File: src/rtl/hier_path_pkg.sv
// Shared types and defaults for the hierarchy-path select decoder.
package hier_path_pkg;
  localparam int DEF_IDX_W  = 4;
  localparam int DEF_DEPTH  = 19;
  localparam int DEF_FANOUT = 10;
  localparam int PFX_MAX_W  = 256;

  typedef enum logic [1:0] {MATCH, HOLD, DRAIN} state_e;
  typedef enum logic [1:0] {ERR_NONE, ERR_MISMATCH, ERR_SHORT, ERR_RANGE} err_code_e;

  // Digit for root-first level `level` of a depth-`depth` prefix; caller keeps level < depth.
  function automatic logic [DEF_IDX_W-1:0] prefix_digit(input logic [PFX_MAX_W-1:0] prefix,
                                                         input int depth, input int level);
    return DEF_IDX_W'(prefix >> (DEF_IDX_W * (depth - 1 - level)));
  endfunction
endpackage

File: src/rtl/hier_prefix_match.sv
// Level counter plus combinational compare of the incoming digit against the node prefix.
module hier_prefix_match
  import hier_path_pkg::*;
#(
  parameter int DEPTH = DEF_DEPTH,
  parameter int IDX_W = DEF_IDX_W,
  parameter logic [DEPTH*IDX_W-1:0] PREFIX = '0,
  parameter int LVL_W = $clog2(DEPTH + 1)
) (
  input  logic             clk,
  input  logic             rst_n,
  input  logic             inc,
  input  logic             clr,
  input  logic [IDX_W-1:0] digit,
  output logic [LVL_W-1:0] level,
  output logic             at_leaf,
  output logic             match
);
  logic [LVL_W-1:0] lvl_idx;

  assign at_leaf = (level == LVL_W'(DEPTH));
  // Park the index at 0 on the leaf so the prefix shift never goes negative.
  assign lvl_idx = at_leaf ? '0 : level;
  assign match   = !at_leaf &&
                   (digit == IDX_W'(prefix_digit(PFX_MAX_W'(PREFIX), DEPTH, int'(lvl_idx))));

  always_ff @(posedge clk or negedge rst_n) begin
    if (!rst_n)                level <= '0;
    else if (clr)              level <= '0;
    else if (inc && !at_leaf)  level <= level + 1'b1;
  end
endmodule

File: src/rtl/hier_path_decoder.sv
// Subtree-root path decoder: prefix check, leaf digit -> one-hot child select.
// Optional counters enabled by HIER_PATH_DECODER_STATS_EN.
module hier_path_decoder
  import hier_path_pkg::*;
#(
  parameter int DEPTH  = DEF_DEPTH,
  parameter int FANOUT = DEF_FANOUT,
  parameter int IDX_W  = DEF_IDX_W,
  parameter logic [DEPTH*IDX_W-1:0] PREFIX = {{17{4'd0}}, 4'd1, 4'd5}
) (
  input  logic              clk,
  input  logic              rst_n,
  input  logic              in_valid,
  output logic              in_ready,
  input  logic [IDX_W-1:0]  in_digit,
  input  logic              in_last,
  output logic              sel_valid,
  input  logic              sel_ready,
  output logic [FANOUT-1:0] sel_onehot,
  output logic              err,
  output logic [1:0]        err_code
`ifdef HIER_PATH_DECODER_STATS_EN
  ,
  output logic [15:0]       stat_ok,
  output logic [15:0]       stat_err
`endif
);
  localparam int LVL_W = $clog2(DEPTH + 1);

  state_e            state, state_n;
  err_code_e         code_q, code_n;
  logic              err_n, sv_n, ret_q, ret_n;
  logic [FANOUT-1:0] oh_n;
  logic              inc, clr, at_leaf, match, acc, leaf_ok;
  logic [LVL_W-1:0]  level;

  hier_prefix_match #(.DEPTH(DEPTH), .IDX_W(IDX_W), .PREFIX(PREFIX), .LVL_W(LVL_W)) u_pm (
    .clk(clk), .rst_n(rst_n), .inc(inc), .clr(clr), .digit(in_digit),
    .level(level), .at_leaf(at_leaf), .match(match)
  );

  // One dead cycle after a select handshake before digits are taken again.
  assign in_ready = (state != HOLD) && !ret_q;
  assign acc      = in_valid && in_ready;
  assign leaf_ok  = ({1'b0, in_digit} < (IDX_W + 1)'(FANOUT));
  assign err_code = code_q;

  always_comb begin
    state_n = state;
    code_n  = code_q;
    err_n   = 1'b0;
    sv_n    = sel_valid;
    oh_n    = sel_onehot;
    ret_n   = 1'b0;
    inc     = 1'b0;
    clr     = 1'b0;
    case (state)
      MATCH: if (acc) begin
        if (!at_leaf) begin
          if (!match) begin
            err_n = 1'b1; code_n = ERR_MISMATCH; clr = 1'b1;
            state_n = in_last ? MATCH : DRAIN;
          end else if (in_last) begin
            err_n = 1'b1; code_n = ERR_SHORT; clr = 1'b1;
          end else begin
            inc = 1'b1;
          end
        end else begin
          clr = 1'b1;
          if (!leaf_ok || !in_last) begin
            err_n = 1'b1; code_n = ERR_RANGE;
            state_n = in_last ? MATCH : DRAIN;
          end else begin
            state_n = HOLD;
            sv_n    = 1'b1;
            oh_n    = FANOUT'(1) << in_digit;
          end
        end
      end
      DRAIN: if (acc && in_last) state_n = MATCH;
      HOLD: if (sel_ready) begin
        sv_n = 1'b0; oh_n = '0; clr = 1'b1; ret_n = 1'b1;
        state_n = MATCH;
      end
      default: state_n = MATCH;
    endcase
  end

  always_ff @(posedge clk or negedge rst_n) begin
    if (!rst_n) begin
      state      <= MATCH;
      code_q     <= ERR_NONE;
      err        <= 1'b0;
      sel_valid  <= 1'b0;
      sel_onehot <= '0;
      ret_q      <= 1'b0;
    end else begin
      state      <= state_n;
      code_q     <= code_n;
      err        <= err_n;
      sel_valid  <= sv_n;
      sel_onehot <= oh_n;
      ret_q      <= ret_n;
    end
  end

`ifdef HIER_PATH_DECODER_STATS_EN
  always_ff @(posedge clk or negedge rst_n) begin
    if (!rst_n) begin
      stat_ok  <= '0;
      stat_err <= '0;
    end else begin
      if (sel_valid && sel_ready && stat_ok != 16'hFFFF) stat_ok  <= stat_ok + 16'd1;
      if (err && stat_err != 16'hFFFF)                   stat_err <= stat_err + 16'd1;
    end
  end
`endif

  a_level_bound: assert property (@(posedge clk) disable iff (!rst_n) level <= LVL_W'(DEPTH));
endmodule

File: config.mk
export PLATFORM = sky130hd
export DESIGN_NAME = hier_path_decoder
export DESIGN_NICKNAME = d
export VERILOG_FILES = /design/src/rtl/hier_path_pkg.sv /design/src/rtl/hier_prefix_match.sv /design/src/rtl/hier_path_decoder.sv
export SDC_FILE = /design/constraint.sdc
export NUM_CORES = 1
export LEC_CHECK = 0
export CAP_MARGIN = 20
export CORE_MARGIN = 2
export CORE_UTILIZATION = 61
export DETAILED_ROUTE_END_ITERATION = 8
export DONT_BUFFER_PORTS = 1
export PLACE_DENSITY = 0.77
export SYNTH_ARGS = -nofsm -noshare
export SYNTH_HDL_FRONTEND = slang
export SYNTH_SLANG_ARGS = --single-unit
File: constraint.sdc
create_clock -name clk -period 2.4 [get_ports clk]
set_clock_uncertainty 0.1 [all_clocks]
set_input_delay 0.48 -clock clk [delete_from_list [all_inputs] [get_ports clk]]
set_output_delay 0.48 -clock clk [all_outputs]
set_load 0.03 [all_outputs]
# Word-level counts from Yosys, hierarchy flattened
# Index checks and enable logic that the tools add are counted.
word_totals:
  reg_bits: 22
  latchBits: 0
  mem_bits_rw: 0
  romBits: 0
  output_inout_bits: 15
  elab_cells: 82
  mem_count: 0
classes:
  n_addsub: 2
  mul: 0
  div_mod_pow: 0
  order_cmp: 1
  n_eq_ne: 13
  shifts: 2
  muxes: 41
  n_bitwise: 0
  n_reduce_logical: 16
ops:
  columns: ["cell", "n"]
  rows:
  - ["$mux W10", 4]
  - ["$shr A5 B32 Y4 const A", 1]
  - ["$mux W2", 11]
  - ["$pmux W10 S2", 1]
  - ["$mux W1", 19]
  - ["$mux W5", 3]
  - ["$ne A2 B2 Y1 const B", 5]
  - ["$shl A1 B4 Y10 const A", 1]
  - ["$reduce_and A4 Y1", 2]
  - ["$ne A3 B3 Y1 const B", 2]
  - ["$pmux W2 S3", 1]
  - ["$sub A5 B5 Y6 const A", 1]
  - ["$add A5 B1 Y5 const B", 1]
  - ["$eq A5 B5 Y1 const B", 1]
  - ["$logic_and A1 B1 Y1", 5]
  - ["$reduce_and A5 Y1", 1]
  - ["$eq A4 B4 Y1", 1]
  - ["$logic_not A1 Y1", 4]
  - ["$lt A4 B4 Y1 const B", 1]
  - ["$ne A2 B1 Y1 const B", 2]
  - ["$pmux W1 S2", 2]
  - ["$reduce_bool A2 Y1", 2]
  - ["$eq A2 B1 Y1 const B", 1]
  - ["$eq A2 B2 Y1 const B", 1]
  - ["other kinds (2)", 2]

# Depth between registers and ports, before layout
logic_depth:
  word_depth: 13
  depth_mapped: 6

# Modules after synthesis
# A second synthesis with hierarchy kept.
unflattened:
  cells_unflattened: 113
  hier_area_um2: 1154.9
by_module_without_submodules:
  columns: ["module", "n_inst", "cells_per_inst", "area_each_um2"]
  rows:
  - ["hier_path_decoder", 1, 81, 832.0]
  - ["hier_prefix_match", 1, 32, 322.8]

# Worst setup path before layout
# No wires, ideal clock.
synth_timing:
  path_type: "register -> register"
  startpoint: "reg u_pm.level[0]"
  endpoint: "reg sel_onehot[1]"
  setup_ns: 0.121
  t_arrival_ns: 1.638
  required_ns: 2.179
  slack_ns: 0.541
  path_stages_with_launch: 7
  path_buffers: 1
  period_less_slack_ns: 1.859
  cell_sequence: "dfrtp_1 ha_1 and4bb_4 and3_2 o22ai_1 buf_4 a22o_1"
synth_between:
  elab_chain_cells: 3
synth_lines:
  columns: ["element", "line_no", "text"]
  rows:
  - ["start: declaration", "hier_prefix_match.sv:15", "output logic [LVL_W-1:0] level,"]
  - ["start signal: assignment", "hier_prefix_match.sv:30", "else if (inc && !at_leaf) level <= level + 1'b1;"]
  - ["$eq A5 B5 Y1", "hier_prefix_match.sv:21", "assign at_leaf = (level == LVL_W'(DEPTH));"]
  - ["$ne A2 B2 Y1 (no source line)", null, null]
  - ["$reduce_and A5 Y1 (no source line)", null, null]
  - ["end signal: assignment", "hier_path_decoder.sv:102", "sel_onehot <= oh_n;"]
  - ["end: declaration", "hier_path_decoder.sv:19", "output logic [FANOUT-1:0] sel_onehot,"]
# No other way between the ends.
# A chain may end at the register's enable or synchronous reset.

# Worst setup path after layout
layout_timing:
  startpoint: "reg u_pm.level[0]"
  endpoint: "reg u_pm.level[1]"
layout_between:
  elab_chain_cells: 12
layout_lines:
  columns: ["element", "line_no", "text"]
  rows:
  - ["$eq A5 B5 Y1", "hier_prefix_match.sv:21", null]
  - ["$mux W5", "hier_prefix_match.sv:23", "assign lvl_idx = at_leaf ? '0 : level;"]
  - ["$sub A5 B5 Y6", "hier_path_pkg.sv:14", "return DEF_IDX_W'(prefix >> (DEF_IDX_W * (depth - 1 - level)));"]
  - ["$shr A5 B32 Y4", "hier_path_pkg.sv:14", null]
  - ["$eq A4 B4 Y1", "hier_prefix_match.sv:25", "(digit == IDX_W'(prefix_digit(PFX_MAX_W'(PREFIX), DEPTH, int'(lvl_idx))));"]
  - ["$logic_and A1 B1 Y1", "hier_prefix_match.sv:24", "assign match = !at_leaf &&"]
  - ["$mux W1", "hier_path_decoder.sv:60", "if (!match) begin"]
  - ["$mux W1", "hier_path_decoder.sv:59", "if (!at_leaf) begin"]
  - ["$mux W1", "hier_path_decoder.sv:58", "MATCH: if (acc) begin"]
  - ["$mux W1", "hier_path_decoder.sv:57", "case (state)"]
  - ["$logic_and A1 B1 Y1", "hier_prefix_match.sv:30", null]
  - ["$reduce_bool A2 Y1 (no source line)", null, null]
# Several ways; a longest one is shown, not always the timed one. The select of a mux whose other input is x is not followed.

==> impl_metrics.json <==
{
  "cts-root-buf": "clkbuf_4",
  "yosysMostFrequentCell": "dfrtp_1",
  "p_leak_nw": 0.553,
  "setup_viol": 0,
  "vias": 857,
  "worstSetupPathType": "register to register",
  "fin_crit_sh_pct": 84.7,
  "placed_area_um2": 1190,
  "first_global_vias": 781,
  "fin_setup_tns_ns": 0,
  "num_rows": 15,
  "ys_ff_latch": 22,
  "fin_nets": 117,
  "die_area_um2": 2300,
  "crit_path_end_kind": "register",
  "areaGrowthSynthToFinish_pct": 6.26,
  "initial_core_util_pct": 66.9,
  "cts_max_level": 1,
  "reg2reg_slack_ns": 0.37,
  "dr_wl_met2_mm": 1.01,
  "clk_pin_slew_ns": 0.12,
  "clockBufferDepth": 2,
  "wl_met1_mm": 1.12,
  "avgSynthCellArea_um2": 11.3,
  "first_pass_iters": 4,
  "grt_antenna_before_repair": 0,
  "crit_chain": "ha_1, nor4b_2, o21ai_1, a211oi_4, a32o_1",
  "crit_required_ns": 2.56,
  "grt_max_degree": 23,
  "p_int_w": 0.000493,
  "vdd.ir_drop.worst_mv": 0.391,
  "wl_met3_um": 88,
  "syn-num-nets": 114,
  "power.density_nw_per_um2": 519,
  "drive_above_1_share_pct": 15.1,
  "worst_setup_path_start_kind": "register",
  "stdcell_area_um2": 1250,
  "p_seq_share_pct": 60.7,
  "synth_cell_types": 42,
  "synth_flop_cell": "dfrtp_1",
  "slowest_delay_ns": 0.46,
  "die_height_um": 48.0,
  "async_reset_ff_share_pct": 100,
  "gp_congestion": 0.843,
  "post_cts_buffers": 0,
  "wl_mm": 2.26,
  "pwr-share-comb_pct": 8.4,
  "path_max_fanout": 8,
  "finalHoldViolCount": 0,
  "die_width_um": 48.0,
  "hpwl_mm": 1.68,
  "cts_tree": "done",
  "p_sw_w": 0.000157,
  "numCtsBuffers": 3,
  "synthTopCellsByArea": "dfrtp_1, a22o_1, a32o_1",
  "synth_top_area_cell": "dfrtp_1",
  "wl_per_cell_um": 17.3,
  "status": "completed",
  "slew_headroom_pct": 57.3,
  "ant_nets": 0,
  "grt_first_pass_wirelength_mm": 3.49,
  "overflow": 0,
  "yosysWarningCount": 0,
  "power_frac_clock_pct": 31.0,
  "hp-class": "input port to register",
  "drt_first_iter_violations": 17,
  "synthTopCellsByCount": "dfrtp_1, a22o_1, a21oi_1, inv_1",
  "clock_latency_ns": 0.31,
  "routed.top_layer": "met4",
  "cp_slowest_cell": "dfrtp_1",
  "nFillCells": 148,
  "rsz0062_at_grt": "no",
  "layout_min_cycle_time_ns": 2.03,
  "synth_top_area_share_pct": 46.7,
  "tightest_slew_ns": 0.642,
  "cts_sinks": 22,
  "fmax_mhz": 492,
  "synth_edf_count": 0,
  "synth_area_um2": 1180,
  "drv_cap": 0,
  "ys_seq_area_share_pct": 46.7,
  "drv_slew": 0,
  "grt_usage_pct": 22.3,
  "netlist_instances": 104,
  "pin_count": 24,
  "core-area_um2": 1760,
  "antennaDiodeCount": 0,
  "netSwitchingFraction_pct": 24.2,
  "drc": 0,
  "io_buffers": 0,
  "arrival_ns": 2.19,
  "avgViaCountPerCell": 6.54
}
==> cell type report <==
cell class / instances / area, µm² / area share (%)
Tap cell: 25 / 31.3 / 2.50
Multi-Input combinational cell: 72 / 588 / 46.9
Inverter: 5 / 18.8 / 1.50
Timing Repair Buffer: 3 / 28.8 / 2.30
Sequential cell: 22 / 551 / 43.9
Clock buffer: 4 / 36.3 / 2.89
==> power groups by stage <==
stage               Combinational, W  Clock [W]  Sequential, W
global placement           0.0000424          0       0.000402
floorplan                  0.0000383          0       0.000400
CTS                        0.0000519   0.000207       0.000395
detailed placement         0.0000434          0       0.000402
global route               0.0000603   0.000222       0.000396
finish                     0.0000543   0.000201       0.000395
==> cell families (layout without fill, tap and decap cells) <==
logic type | after synthesis | after routing | share of synthesized area, %
AOI/OAI and AO/OA | 36 | 36 | 25.1
and+or+nand+nor | 34 | 34 | 22.3
DFF | 22 | 22 | 46.7
buffers and inverters | 10 | 12 | 4.03
adders and majority gates | 1 | 1 | 1.06
muxes | 1 | 1 | 0.848
==> registers in the layout, indices dropped and copies added, names as in the netlist <==
register / flops
err: 1
err_code: 2
ret_q: 1
sel_onehot: 10
sel_valid: 1
state: 2
u_pm.level: 5
==> worst max-delay path: cells and delay by family (launching register included) <==
kind / cells / cell delay, ns
AOI/OAI and AO/OA: 3 / 0.83
and+or+nand+nor: 1 / 0.28
DFF: 1 / 0.46
adders and majority gates: 1 / 0.31
==> layout by cell type, fill, tap and decap left out, types with 2 or more instances in the layout <==
cell      count
dfrtp_1      22
a22o_1       13
inv_1         5
a21oi_1       5
nand3_1       4
nand2_1       4
a211oi_1      3
nor2_1        3
a32o_1        3
nor3_1        3
clkbuf_4      3
nor4b_2       2
a311o_1       2
o21ai_1       2
nor2b_1       2
a21o_1        2
==> stage by stage <==
stage / power [W] / utilization (%) / hold slack (ns) / setup WS, ns / std cells
after floorplan: 0.000438 / - / 0.0844 / 0.541 / 104
after global placement: 0.000444 / 67.4 / 0.0848 / 0.193 / 125
after detailed placement: 0.000445 / 67.4 / 0.0848 / 0.148 / 125
after CTS: 0.000653 / 70.1 / 0.166 / 0.104 / 130
after global routing: 0.000679 / 71.1 / 0.153 / 0.256 / 131
final: 0.000650 / 71.1 / 0.169 / 0.367 / 131
==> final timing paths <==
check | from | endpoint | cells after the start
worst max-delay path | u_pm.level[0]$_DFFE_PN0P_ | u_pm.level[1]$_DFFE_PN0P_ | 5
worst min-delay path | in_last | state[1]$_DFFE_PN0P_ | 1
worst max register to register | u_pm.level[0]$_DFFE_PN0P_ | u_pm.level[1]$_DFFE_PN0P_ | 5
worst min register to register | state[1]$_DFFE_PN0P_ | state[0]$_DFFE_PN0P_ | 1
max in group asynchronous | rst_n | sel_onehot[6]$_DFFE_PN0P_ | 2
min in group asynchronous | rst_n | err_code[1]$_DFFE_PN0P_ | 1
==> per-layer routing <==
metal	vias up	global-route usage, %
li1	412	-
met3	5	6.79
met1	424	30.7
met5	-	0
met2	16	32.5
met4	0	9.73
==> what timing repair did <==
item / 4_1_cts / 5_1_grt
hold buffers: 1 / 0
setup endpoints to repair: 0 / 11
gates resized for setup: 0 / 1
endpoints found under the hold margin: 22 / 0
(Power assumes the default switching activity.)
